`config.mk`:
```
export PLATFORM = sky130hd
export DESIGN_NAME = muldiv_sequencer_flat
export DESIGN_NICKNAME = d
export VERILOG_FILES = /design/src/rtl/muldiv_sequencer_if.sv /design/src/rtl/muldiv_sequencer.sv /design/src/flat_wrapper.sv
export SDC_FILE = /design/constraint.sdc
export NUM_CORES = 1
export LEC_CHECK = 0
export CORE_AREA = 3 3 193 195
export DETAILED_ROUTE_END_ITERATION = 10
export DIE_AREA = 0 0 196 198
export PLACE_DENSITY = 0.73
export SLEW_MARGIN = 0
export SYNTH_ARGS = -nofsm -noshare
export SYNTH_HDL_FRONTEND = slang
export SYNTH_SLANG_ARGS = --single-unit
```
`constraint.sdc`:
```
create_clock -name clk -period 5.13 [get_ports clk]
set_input_delay 1.539 -clock clk [delete_from_list [all_inputs] [get_ports clk]]
set_output_delay 1.539 -clock clk [all_outputs]
set_load 0.1 [all_outputs]
```
`src/rtl/muldiv_sequencer_if.sv`:
```
// Bus bundle for the iterative multiply/divide unit: operation request,
// HI/LO move strobes and architectural HI/LO results.
interface muldiv_sequencer_if;
  logic        startInput;
  logic [1:0]  opInput;
  logic [31:0] operandAInput;
  logic [31:0] operandBInput;
  logic        flushInput;
  logic        hiWriteInput;
  logic        loWriteInput;
  logic [31:0] moveDataInput;
  logic [31:0] hiOutput;
  logic [31:0] loOutput;
  logic        busyOutput;
  logic        doneOutput;
  logic        divByZeroOutput;

  modport master (
    output startInput, opInput, operandAInput, operandBInput, flushInput,
           hiWriteInput, loWriteInput, moveDataInput,
    input  hiOutput, loOutput, busyOutput, doneOutput, divByZeroOutput
  );

  modport slave (
    input  startInput, opInput, operandAInput, operandBInput, flushInput,
           hiWriteInput, loWriteInput, moveDataInput,
    output hiOutput, loOutput, busyOutput, doneOutput, divByZeroOutput
  );
endinterface

```
`src/rtl/muldiv_sequencer.sv`:
```
// 32-iteration sequential MULT/MULTU/DIV/DIVU unit owning the HI/LO registers.
// Magnitudes are iterated unsigned; signs are re-applied on the completion edge.
module muldiv_sequencer (
  input  logic                  clk,
  input  logic                  reset,
  muldiv_sequencer_if.slave     bus
);

  typedef enum logic [1:0] {
    IDLE = 2'd0,
    RUN  = 2'd1,
    DONE = 2'd2
  } state_t;

  state_t      state_q, state_d;
  logic [4:0]  cnt_q, cnt_d;
  logic [1:0]  op_q, op_d;
  logic [31:0] m_q, m_d;        // multiplicand or divisor magnitude
  logic [63:0] work_q, work_d;  // {acc, multiplier} or {remainder, quotient}
  logic        neg_q, neg_d;
  logic        rneg_q, rneg_d;
  logic        dbz_q, dbz_d;
  logic [31:0] hi_q, hi_d;
  logic [31:0] lo_q, lo_d;

  logic        accept;
  logic        in_signed;
  logic        a_neg, b_neg;
  logic [31:0] a_mag, b_mag;
  logic [32:0] mul_sum;
  logic [63:0] mul_step;
  logic [32:0] rem_sh;
  logic        rem_ge;
  logic [31:0] rem_diff;
  logic [63:0] div_step;
  logic [63:0] prod_res;
  logic [31:0] quot_res, rem_res;

  always_comb begin
    in_signed = ~bus.opInput[0];
    a_neg     = in_signed & bus.operandAInput[31];
    b_neg     = in_signed & bus.operandBInput[31];
    a_mag     = a_neg ? (~bus.operandAInput + 32'd1) : bus.operandAInput;
    b_mag     = b_neg ? (~bus.operandBInput + 32'd1) : bus.operandBInput;
    accept    = (state_q != RUN) && bus.startInput && !bus.flushInput;

    mul_sum   = {1'b0, work_q[63:32]} + (work_q[0] ? {1'b0, m_q} : 33'd0);
    mul_step  = {mul_sum, work_q[31:1]};

    // Remainder never exceeds the divisor, so the low 32 bits of the difference suffice.
    rem_sh    = work_q[63:31];
    rem_ge    = rem_sh >= {1'b0, m_q};
    rem_diff  = rem_sh[31:0] - m_q;
    div_step  = {(rem_ge ? rem_diff : rem_sh[31:0]), work_q[30:0], rem_ge};

    prod_res  = neg_q  ? (~mul_step + 64'd1) : mul_step;
    quot_res  = neg_q  ? (~div_step[31:0] + 32'd1) : div_step[31:0];
    rem_res   = rneg_q ? (~div_step[63:32] + 32'd1) : div_step[63:32];
  end

  always_comb begin
    state_d = state_q;
    cnt_d   = cnt_q;
    op_d    = op_q;
    m_d     = m_q;
    work_d  = work_q;
    neg_d   = neg_q;
    rneg_d  = rneg_q;
    dbz_d   = dbz_q;
    hi_d    = hi_q;
    lo_d    = lo_q;

    case (state_q)
      RUN: begin
        if (bus.flushInput) begin
          state_d = IDLE;
        end else begin
          work_d = op_q[1] ? div_step : mul_step;
          cnt_d  = cnt_q + 5'd1;
          if (cnt_q == 5'd31) begin
            state_d = DONE;
            if (op_q[1]) begin
              hi_d = rem_res;
              lo_d = quot_res;
            end else begin
              hi_d = prod_res[63:32];
              lo_d = prod_res[31:0];
            end
          end
        end
      end
      default: begin
        state_d = IDLE;
        if (bus.hiWriteInput) hi_d = bus.moveDataInput;
        if (bus.loWriteInput) lo_d = bus.moveDataInput;
        if (accept) begin
          op_d   = bus.opInput;
          cnt_d  = 5'd0;
          neg_d  = a_neg ^ b_neg;
          rneg_d = a_neg;
          m_d    = bus.opInput[1] ? b_mag : a_mag;
          work_d = {32'd0, (bus.opInput[1] ? a_mag : b_mag)};
          dbz_d  = bus.opInput[1] && (bus.operandBInput == 32'd0);
          state_d = dbz_d ? DONE : RUN;
        end
      end
    endcase
  end

  always_ff @(posedge clk or negedge reset) begin
    if (!reset) begin
      state_q <= IDLE;
      cnt_q   <= 5'd0;
      op_q    <= 2'd0;
      m_q     <= 32'd0;
      work_q  <= 64'd0;
      neg_q   <= 1'b0;
      rneg_q  <= 1'b0;
      dbz_q   <= 1'b0;
      hi_q    <= 32'd0;
      lo_q    <= 32'd0;
    end else begin
      state_q <= state_d;
      cnt_q   <= cnt_d;
      op_q    <= op_d;
      m_q     <= m_d;
      work_q  <= work_d;
      neg_q   <= neg_d;
      rneg_q  <= rneg_d;
      dbz_q   <= dbz_d;
      hi_q    <= hi_d;
      lo_q    <= lo_d;
    end
  end

  assign bus.hiOutput        = hi_q;
  assign bus.loOutput        = lo_q;
  assign bus.busyOutput      = (state_q == RUN);
  assign bus.doneOutput      = (state_q == DONE);
  assign bus.divByZeroOutput = (state_q == DONE) && dbz_q;

endmodule

```
`src/flat_wrapper.sv`:
```
// flat-port wrapper written by rule: the top's interface ports become plain ports
module muldiv_sequencer_flat 
  (clk, reset, bus_startInput, bus_opInput, bus_operandAInput, bus_operandBInput, bus_flushInput, bus_hiWriteInput, bus_loWriteInput, bus_moveDataInput, bus_hiOutput, bus_loOutput, bus_busyOutput, bus_doneOutput, bus_divByZeroOutput);
  muldiv_sequencer_if bus_i ();
  input  logic clk;
  input  logic reset;
  input wire logic [$bits(bus_i.startInput)-1:0] bus_startInput;
  input wire logic [$bits(bus_i.opInput)-1:0] bus_opInput;
  input wire logic [$bits(bus_i.operandAInput)-1:0] bus_operandAInput;
  input wire logic [$bits(bus_i.operandBInput)-1:0] bus_operandBInput;
  input wire logic [$bits(bus_i.flushInput)-1:0] bus_flushInput;
  input wire logic [$bits(bus_i.hiWriteInput)-1:0] bus_hiWriteInput;
  input wire logic [$bits(bus_i.loWriteInput)-1:0] bus_loWriteInput;
  input wire logic [$bits(bus_i.moveDataInput)-1:0] bus_moveDataInput;
  output wire logic [$bits(bus_i.hiOutput)-1:0] bus_hiOutput;
  output wire logic [$bits(bus_i.loOutput)-1:0] bus_loOutput;
  output wire logic [$bits(bus_i.busyOutput)-1:0] bus_busyOutput;
  output wire logic [$bits(bus_i.doneOutput)-1:0] bus_doneOutput;
  output wire logic [$bits(bus_i.divByZeroOutput)-1:0] bus_divByZeroOutput;
  assign bus_i.startInput = bus_startInput;
  assign bus_i.opInput = bus_opInput;
  assign bus_i.operandAInput = bus_operandAInput;
  assign bus_i.operandBInput = bus_operandBInput;
  assign bus_i.flushInput = bus_flushInput;
  assign bus_i.hiWriteInput = bus_hiWriteInput;
  assign bus_i.loWriteInput = bus_loWriteInput;
  assign bus_i.moveDataInput = bus_moveDataInput;
  assign bus_hiOutput = bus_i.hiOutput;
  assign bus_loOutput = bus_i.loOutput;
  assign bus_busyOutput = bus_i.busyOutput;
  assign bus_doneOutput = bus_i.doneOutput;
  assign bus_divByZeroOutput = bus_i.divByZeroOutput;
  muldiv_sequencer u_core (.clk(clk), .reset(reset), .bus(bus_i));
endmodule
```
==> results of run 1 <==
stage by stage:
| step | instance area (um^2) | std cells |
|---|---|---|
| 4_1_cts | 20600 | 3002 |
| 6_report | 20600 | 3002 |
| 3_3_place_gp | 20100 | 2972 |
| 2_1_floorplan | 17700 | 2423 |
| 3_5_place_dp | 20100 | 2972 |
| 5_1_grt | 20600 | 3002 |
final cells by class:
type / count / share of cell area
clock buffers: 20 / 0.0216
flip-flops and latches: 171 / 0.208
well taps: 461 / 0.0280
clock inverters: 10 / 0.00461
inverters: 73 / 0.0133
repair buffers: 252 / 0.113
multi-input cells: 2015 / 0.612
state kept, by name (all words and copies together), names as in the netlist:
signal               count
u_core.m_q              32
u_core.work_q           64
u_core.state_q           2
u_core.bus.hiOutput     32
u_core.dbz_q             1
u_core.neg_q             1
u_core.bus.loOutput     32
u_core.op_q              1
u_core.rneg_q            1
u_core.cnt_q             5
critical path: cells and delay by family (launching register included):
family | cells | cell delay (ps)
and+or+nand+nor | 5 | 1350
adders and majority gates | 2 | 650
muxes | 2 | 650
xor gates and xnor gates | 1 | 170
DFF | 1 | 450
AOI/OAI and AO/OA | 5 | 1200
buffers and inverters | 2 | 310
logic make-up (layout without fill, tap and decap cells):
| kind of cell | after synthesis | after routing |
|---|---|---|
| XOR/XNOR | 207 | 207 |
| flip-flops | 171 | 171 |
| buffers and inverters | 237 | 355 |
| adder cells (fa/ha/maj) | 73 | 73 |
| AO/OA/AOI/OAI | 767 | 767 |
| AND/OR/NAND/NOR | 874 | 874 |
| multiplexers | 94 | 94 |
power groups by stage:
stage               sequential (mW)  combinational [mW]  clock [mW]
detailed placement             2.10                7.09           0
floorplan                      2.77                4.12           0
finish                         2.09                7.30        1.29
global placement               2.08                7.05           0
global route                   2.13                7.76        1.33
CTS                            2.07                7.13        1.28
worst paths after layout:
path | startpoint | endpoint | cells after the start
min in group asynchronous | reset | u_core.bus.loOutput[26] | 1
min reg2reg | u_core.bus.loOutput[28] | u_core.bus.loOutput[28] | 2
max reg2reg | u_core.work_q[41] | u_core.bus.hiOutput[28] | 17
min | u_core.bus.loOutput[28] | u_core.bus.loOutput[28] | 2
max in group asynchronous | reset | u_core.work_q[55] | 2
max | u_core.work_q[41] | u_core.bus.hiOutput[28] | 17
cells in the final DEF (no fill, tap or decap), types with 26 or more instances in the layout:
master	synthesis	routed
nor2_1	282	282
a211oi_1	34	34
a21oi_1	217	214
nand2_1	299	299
and3_1	26	26
xnor2_1	130	130
nor3_1	50	50
nand3_1	33	33
dfrtp_1	171	169
inv_1	72	71
or3_1	30	30
o21ai_0	233	233
clkdlybuf4s50_1	0	167
a21o_1	27	27
buf_4	1	81
mux2i_1	77	77
o211ai_1	32	32
o31ai_1	41	41
xor2_1	77	77
ha_1	71	69
a31oi_1	33	33
routing by layer:
metal	part of all wire	wire (um)	up-vias	GRT usage
li1	-	-	8900	-
met2	0.46	33400	1047	0.597
met4	0.077	5600	0	0.236
met5	0	0	-	0
met1	0.39	28000	9219	0.449
met3	0.077	5560	243	0.0521
==> metrics.txt, run 1 <==
VDD IR max=0.355 mV; Post-Synth Simple-Gate Area=0.229; DR pass1 iterations=6; area occupied by multi-input gates=between 0.01 and 0.015 mm^2; RSZ-0062 raised after global routing=no; DP Wirelength=roughly 57 mm; worst skew pair latency=about 460 ps; hold_buf cts=0; Int Pwr=around 4.8 mW; count leader, synth=nand2_1; post-synth top area share=0.241; Initial DRC Count=a little over 2000; largest family of logic cells by synthesized area=compound AO/OA/AOI/OAI gates; top_reg_cell synth=dfrtp_1; Critical Path Sink Type=flop; Max FO, Critical Path=7; worst reg2reg setup slack=about 250 ps; Max Root-Sink Buffers=2; # diodes=0; Sw Ratio=0.552; xor/xnor share of the synthesized area=0.102; final worst-path setup slack=between 200 and 250 ps; CTS tree=yes; critical path class=reg -> reg; first-pass GRT wire length=approximately 110 mm; Post-synth top cells=nand2_1 (299), nor2_1 (282), o21ai_0 (233); Clock Skew=around 11 ps; Routed Antenna Nets=0; top cells by area, synth=dfrtp_1 (24%), o21ai_0 (6.6%), xnor2_1 (6.4%); Die H=between 150 and 200 um; share of power burned in registers=0.196; DP Worst Slack=approximately 220 ps; Worst EP required=approximately 5500 ps; Total GRT Usage=0.363; CP Launch Type=flop; routed len/inst=between 20 and 25 um; Post-synth ARST share=1.00; initial antenna violation count=0; WHS=around 480 ps; outcome=finished, final reports clean; area grow syn2layout=16.4%; Layout fillers=between 3000 and 4000; Remaining Overflow, GRT=0; Die X-Extent=196 um; root buffer cell=clkbuf_16; final core occ=0.580; die area=~0.039 mm^2; max incr delay on CP=approximately 550 ps; routed vias=19409; Clk pwr share=0.120; Rows=69; largest net degree at the start of global routing=just over 90; CTS Buf Count=17; Starting Density=0.498; Pwr Total=~11 mW; Pins Over Slew Limit=0; DRC viols=0; adder-cell area share of the yosys netlist=0.0524; highest clock rate=around 200 MHz; CTS clock-pin slew for the worst setup and hold paths=roughly 70 ps; DRT Wirelength=just over 70 mm; Compound-Gate Fraction of Synth Area=0.270; leak pwr=between 8 and 9 nW; max_slew headroom=0.206; vias in the first global route=about 18000; synthesized area=0.0177 mm^2; GP Congestion=approximately 1.1; combinational power share=0.684; crit-path cells=ha_1 > and4_1 > and3_1 > a41oi_2 > nand3_1 > a2bb2oi_4 > inv_1 > mux2i_1 > ha_1 > o2111ai_1 > or4_1 > mux2_2 > inv_1 > nand3_1 > o31a_1 > xor2_1 > a211oi_2; Post CTS Setup Buffer Count=0; synth unique cells=slightly above 90; FF+latch area=0.00428 mm^2; Post-CTS Resized=0; WP data arrival=5250 ps; max-cap viol count=0; Port Buffers=170; vias per cell=between 6 and 7; share of cells above drive strength 1=0.0701; final net count=2707; IO Pins=roughly 170; Slew @ Worst Pin=between 1000 and 1500 ps; Mapped Nets=2600; register bit total from synthesis=around 170; sequential area share after synthesis=0.241; PwrDens=a little over 500 mW/mm^2; minimum clock period=approximately 5000 ps; # setup viols final=0; setup TNS=0 ps; H-tree depth=4; Sink Count=171; NetSw=5.89 mW; Core ar.=0.0356 mm^2; post-synthesis instance total=2423; Mapped Avg Cell Area=~7.3 um^2; Slowest cell on crit path=or4_1; Tcrit/Tclk final=0.952; Final Hold Fails=0; multiplexer area fraction after synthesis=0.0543; synth warn=0; Synth area leader=dfrtp_1; hold crit path type=reg -> reg; Post-synth EDFFs=0
Note: power is estimated with default switching activity, not from simulation.
==> inputs of run 2 (changes only) <==
--- a/config.mk
+++ b/config.mk
@@ -5,9 +5,11 @@
 export SDC_FILE = /design/constraint.sdc
 export NUM_CORES = 1
 export LEC_CHECK = 0
-export CORE_AREA = 3 3 193 195
+export ABC_AREA = 1
+export CAP_MARGIN = 20
+export CORE_AREA = 3 3 197 199
 export DETAILED_ROUTE_END_ITERATION = 10
-export DIE_AREA = 0 0 196 198
+export DIE_AREA = 0 0 200 202
 export PLACE_DENSITY = 0.73
 export SLEW_MARGIN = 0
 export SYNTH_ARGS = -nofsm -noshare
==> run 2 against run 1 <==
Compared with the run above: critical path depth rose by 2; combinational power up 58%; design area grew 3.2%; sequential share of layout area is 0.64 points lower; critical path type unchanged; largest cell class unchanged; largest power group unchanged; highest routed layer unchanged.
==> metrics.txt, run 2 <==
hold_buf cts=0 (unchanged); leak pwr=10.3 nW (was 8.67 nW); Max FO, Critical Path=21 (was 7); final net count=3346 (was 2707); critical path class=reg -> reg (unchanged); Slew @ Worst Pin=1130 ps (was 1190 ps); top cells by area, synth=dfrtp_1 (23%), nand2_1 (16%), nor2_1 (8.2%) (was dfrtp_1 (24%), o21ai_0 (6.6%), xnor2_1 (6.4%)); CP Depth=19 (was 17); vias in the first global route=20860 (was 18361); Mapped Nets=3243 (was 2600); Layout fillers=3831 (was 3399); CTS tree=yes (unchanged); Port Buffers=170 (unchanged); Post-synth top cells=nand2_1 (816), nor2_1 (404), inv_1 (353) (was nand2_1 (299), nor2_1 (282), o21ai_0 (233)); DRC viols=0 (unchanged); hold crit path type=reg -> reg (unchanged); max incr delay on CP=670 ps (was 550 ps); # diodes=0 (unchanged); synthesized area=0.0186 mm^2 (was 0.0177 mm^2); CTS clock-pin slew for the worst setup and hold paths=80 ps (was 70 ps); Post-CTS Resized=0 (unchanged); top_reg_cell synth=dfrtp_1 (unchanged); minimum clock period=4370 ps (was 4880 ps); # setup viols final=0 (unchanged); largest net degree at the start of global routing=77 (was 93); Max Root-Sink Buffers=2 (unchanged); count leader, synth=nand2_1 (unchanged); Sink Count=171 (unchanged); Routed Antenna Nets=0 (unchanged); setup TNS=0 ps (unchanged); area grow syn2layout=14.6% (was 16.4%); Tcrit/Tclk final=0.851 (was 0.952); R2R depth=19 (was 17); Worst EP required=5480 ps (was 5500 ps); synth unique cells=60 (was 92); post-synthesis instance total=3066 (was 2423); Synth area leader=dfrtp_1 (unchanged); worst skew pair latency=470 ps (was 460 ps); Pins Over Slew Limit=0 (unchanged); synth warn=0 (unchanged); post-synth top area share=0.230 (was 0.241); H-tree depth=4 (unchanged); Die H=202 um (was 198 um); most common cell after layout, fill and taps aside=nand2_1 (unchanged); die area=0.0404 mm^2 (was 0.0388 mm^2); root buffer cell=clkbuf_16 (unchanged); GP Congestion=1.04 (was 1.06); routed vias=22162 (was 19409); hold path depth=1 (was 2); Slowest cell on crit path=dfrtp_1 (was or4_1); vias per cell=6.00 (was 6.47); share of cells above drive strength 1=0.0563 (was 0.0701); Critical Path Sink Type=flop (unchanged); initial antenna violation count=0 (unchanged); Post CTS Setup Buffer Count=0 (unchanged); max_slew headroom=0.244 (was 0.206); routed len/inst=22.1 um (was 24.2 um); Die X-Extent=200 um (was 196 um); Post-synth ARST share=1.00 (unchanged); highest clock rate=229 MHz (was 205 MHz); WP data arrival=4720 ps (was 5250 ps); DR pass1 iterations=7 (was 6); CTS Buf Count=17 (unchanged); VDD IR max=0.347 mV (was 0.355 mV); register bank with the most flops=u_core.work_q (unchanged); max reg flops=64 (unchanged); Post-synth EDFFs=0 (unchanged); RSZ-0062 raised after global routing=no (unchanged); Remaining Overflow, GRT=0 (unchanged); Pwr Total=15.3 mW (was 10.7 mW); IO Pins=171 (unchanged); max-cap viol count=0 (unchanged); DP Wirelength=65.3 mm (was 57.4 mm); Rows=71 (was 69); Buffers & Inverters on Critical Path=1 (was 2); DRT Wirelength=81.7 mm (was 72.5 mm); Total GRT Usage=0.401 (was 0.363); register bit total from synthesis=171 (unchanged); Starting Density=0.497 (was 0.498); Final Hold Fails=0 (unchanged); crit-path cells=nand2_1 > inv_1 > ha_1 > fa_1 > nand3_1 > nand3_2 > a21oi_1 > xor2_1 > nand2_1 > nor2_1 > nor2_1 > nor2_1 > nand3_1 > nor2_2 > nand2_1 > o21ai_0 > nand3_1 > nand2_1 > a21oi_2 (was ha_1 > and4_1 > and3_1 > a41oi_2 > nand3_1 > a2bb2oi_4 > inv_1 > mux2i_1 > ha_1 > o2111ai_1 > or4_1 > mux2_2 > inv_1 > nand3_1 > o31a_1 > xor2_1 > a211oi_2); area occupied by multi-input gates=0.0124 mm^2 (was 0.0126 mm^2); outcome=finished, final reports clean (unchanged); CP Launch Type=flop (unchanged); Mapped Avg Cell Area=6.06 um^2 (was 7.32 um^2); Crit path top cell by count=nand2_1; Clock Skew=14.8 ps (was 11.0 ps); first-pass GRT wire length=124 mm (was 109 mm); FF+latch area=0.00428 mm^2 (unchanged); commonest non-fill, non-tap cells in the layout=nand2_1 (813), nor2_1 (403), inv_1 (352) (was nand2_1 (299), nor2_1 (282), o21ai_0 (233)); Top Family by Delay on Critical Path=simple AND/OR/NAND/NOR gates (unchanged); sequential area share after synthesis=0.230 (was 0.241); PwrDens=718 mW/mm^2 (was 518 mW/mm^2); Core ar.=0.0374 mm^2 (was 0.0356 mm^2); Initial DRC Count=2614 (was 2049)
run 2: cell count changes in the layout (fill, tap and decap cells not counted), moves of 33 or more:
| cell | before | now |
|---|---|---|
| a21oi_1 | 214 | 165 |
| a31oi_1 | 33 | 77 |
| buf_4 | 81 | 37 |
| inv_1 | 71 | 352 |
| mux2i_1 | 77 | 0 |
| nand2_1 | 299 | 813 |
| nand2_2 | 0 | 33 |
| nand3_1 | 33 | 217 |
| nor2_1 | 282 | 403 |
| o21ai_0 | 233 | 186 |
| xnor2_1 | 130 | 32 |
run 2: cells by family (layout without fill, tap and decap cells):
| family | Yosys count | count (layout) | synth area share |
|---|---|---|---|
| AND/OR/NAND/NOR | 1623 | 1623 | 0.371 |
| AO/OA/AOI/OAI | 603 | 603 | 0.194 |
| buffers and inverters | 490 | 606 | 0.105 |
| flip-flops | 171 | 171 | 0.230 |
| XOR/XNOR | 105 | 105 | 0.0495 |
| adder cells (fa/ha/maj) | 73 | 73 | 0.0500 |
| multiplexers | 1 | 1 | 0.000606 |
run 2: final timing paths:
path	startpoint	end	slack [ps]
min in group asynchronous	reset	u_core.work_q[47]	1110
worst min register to register	u_core.cnt_q[3]	u_core.cnt_q[3]	480
worst max-delay path	u_core.work_q[0]	u_core.bus.hiOutput[24]	760
worst min-delay path	u_core.cnt_q[3]	u_core.cnt_q[3]	480
worst max register to register	u_core.work_q[0]	u_core.bus.hiOutput[24]	760
max in group asynchronous	reset	u_core.neg_q	3090
run 2: area by class of cell:
class | count | area share
clock inverters | 15 | 0.00811
flip-flops and latches | 171 | 0.201
clock buffers | 17 | 0.0200
inverters | 366 | 0.0645
repair buffers | 208 | 0.0948
well taps | 511 | 0.0300
multi-input cells | 2405 | 0.581
run 2: power by group:
group	switching (mW)	internal, mW
logic	8.34	3.15
clock network	0.686	0.700
registers	0.644	1.77
total	9.67	5.62
run 2: layer usage:
| layer | share of wire | track usage | vias up | wire (um) |
|---|---|---|---|---|
| met5 | 0 | 0 | - | 0 |
| met4 | 0.068 | 0.223 | 0 | 5580 |
| met3 | 0.091 | 0.0603 | 254 | 7440 |
| met2 | 0.45 | 0.636 | 1240 | 36900 |
| met1 | 0.39 | 0.523 | 10326 | 31800 |
| li1 | - | - | 10342 | - |
run 2: metrics by stage:
stage,cell area (um^2),std cells,util,hold slack (ps),setup slack (ps)
after floorplan,18600,3066,-,440,1140
after global placement,20700,3660,0.552,459,585
after detailed placement,20700,3660,0.552,467,491
after CTS,21300,3692,0.568,477,892
after global routing,21300,3693,0.569,505,483
final,21300,3693,0.569,478,763
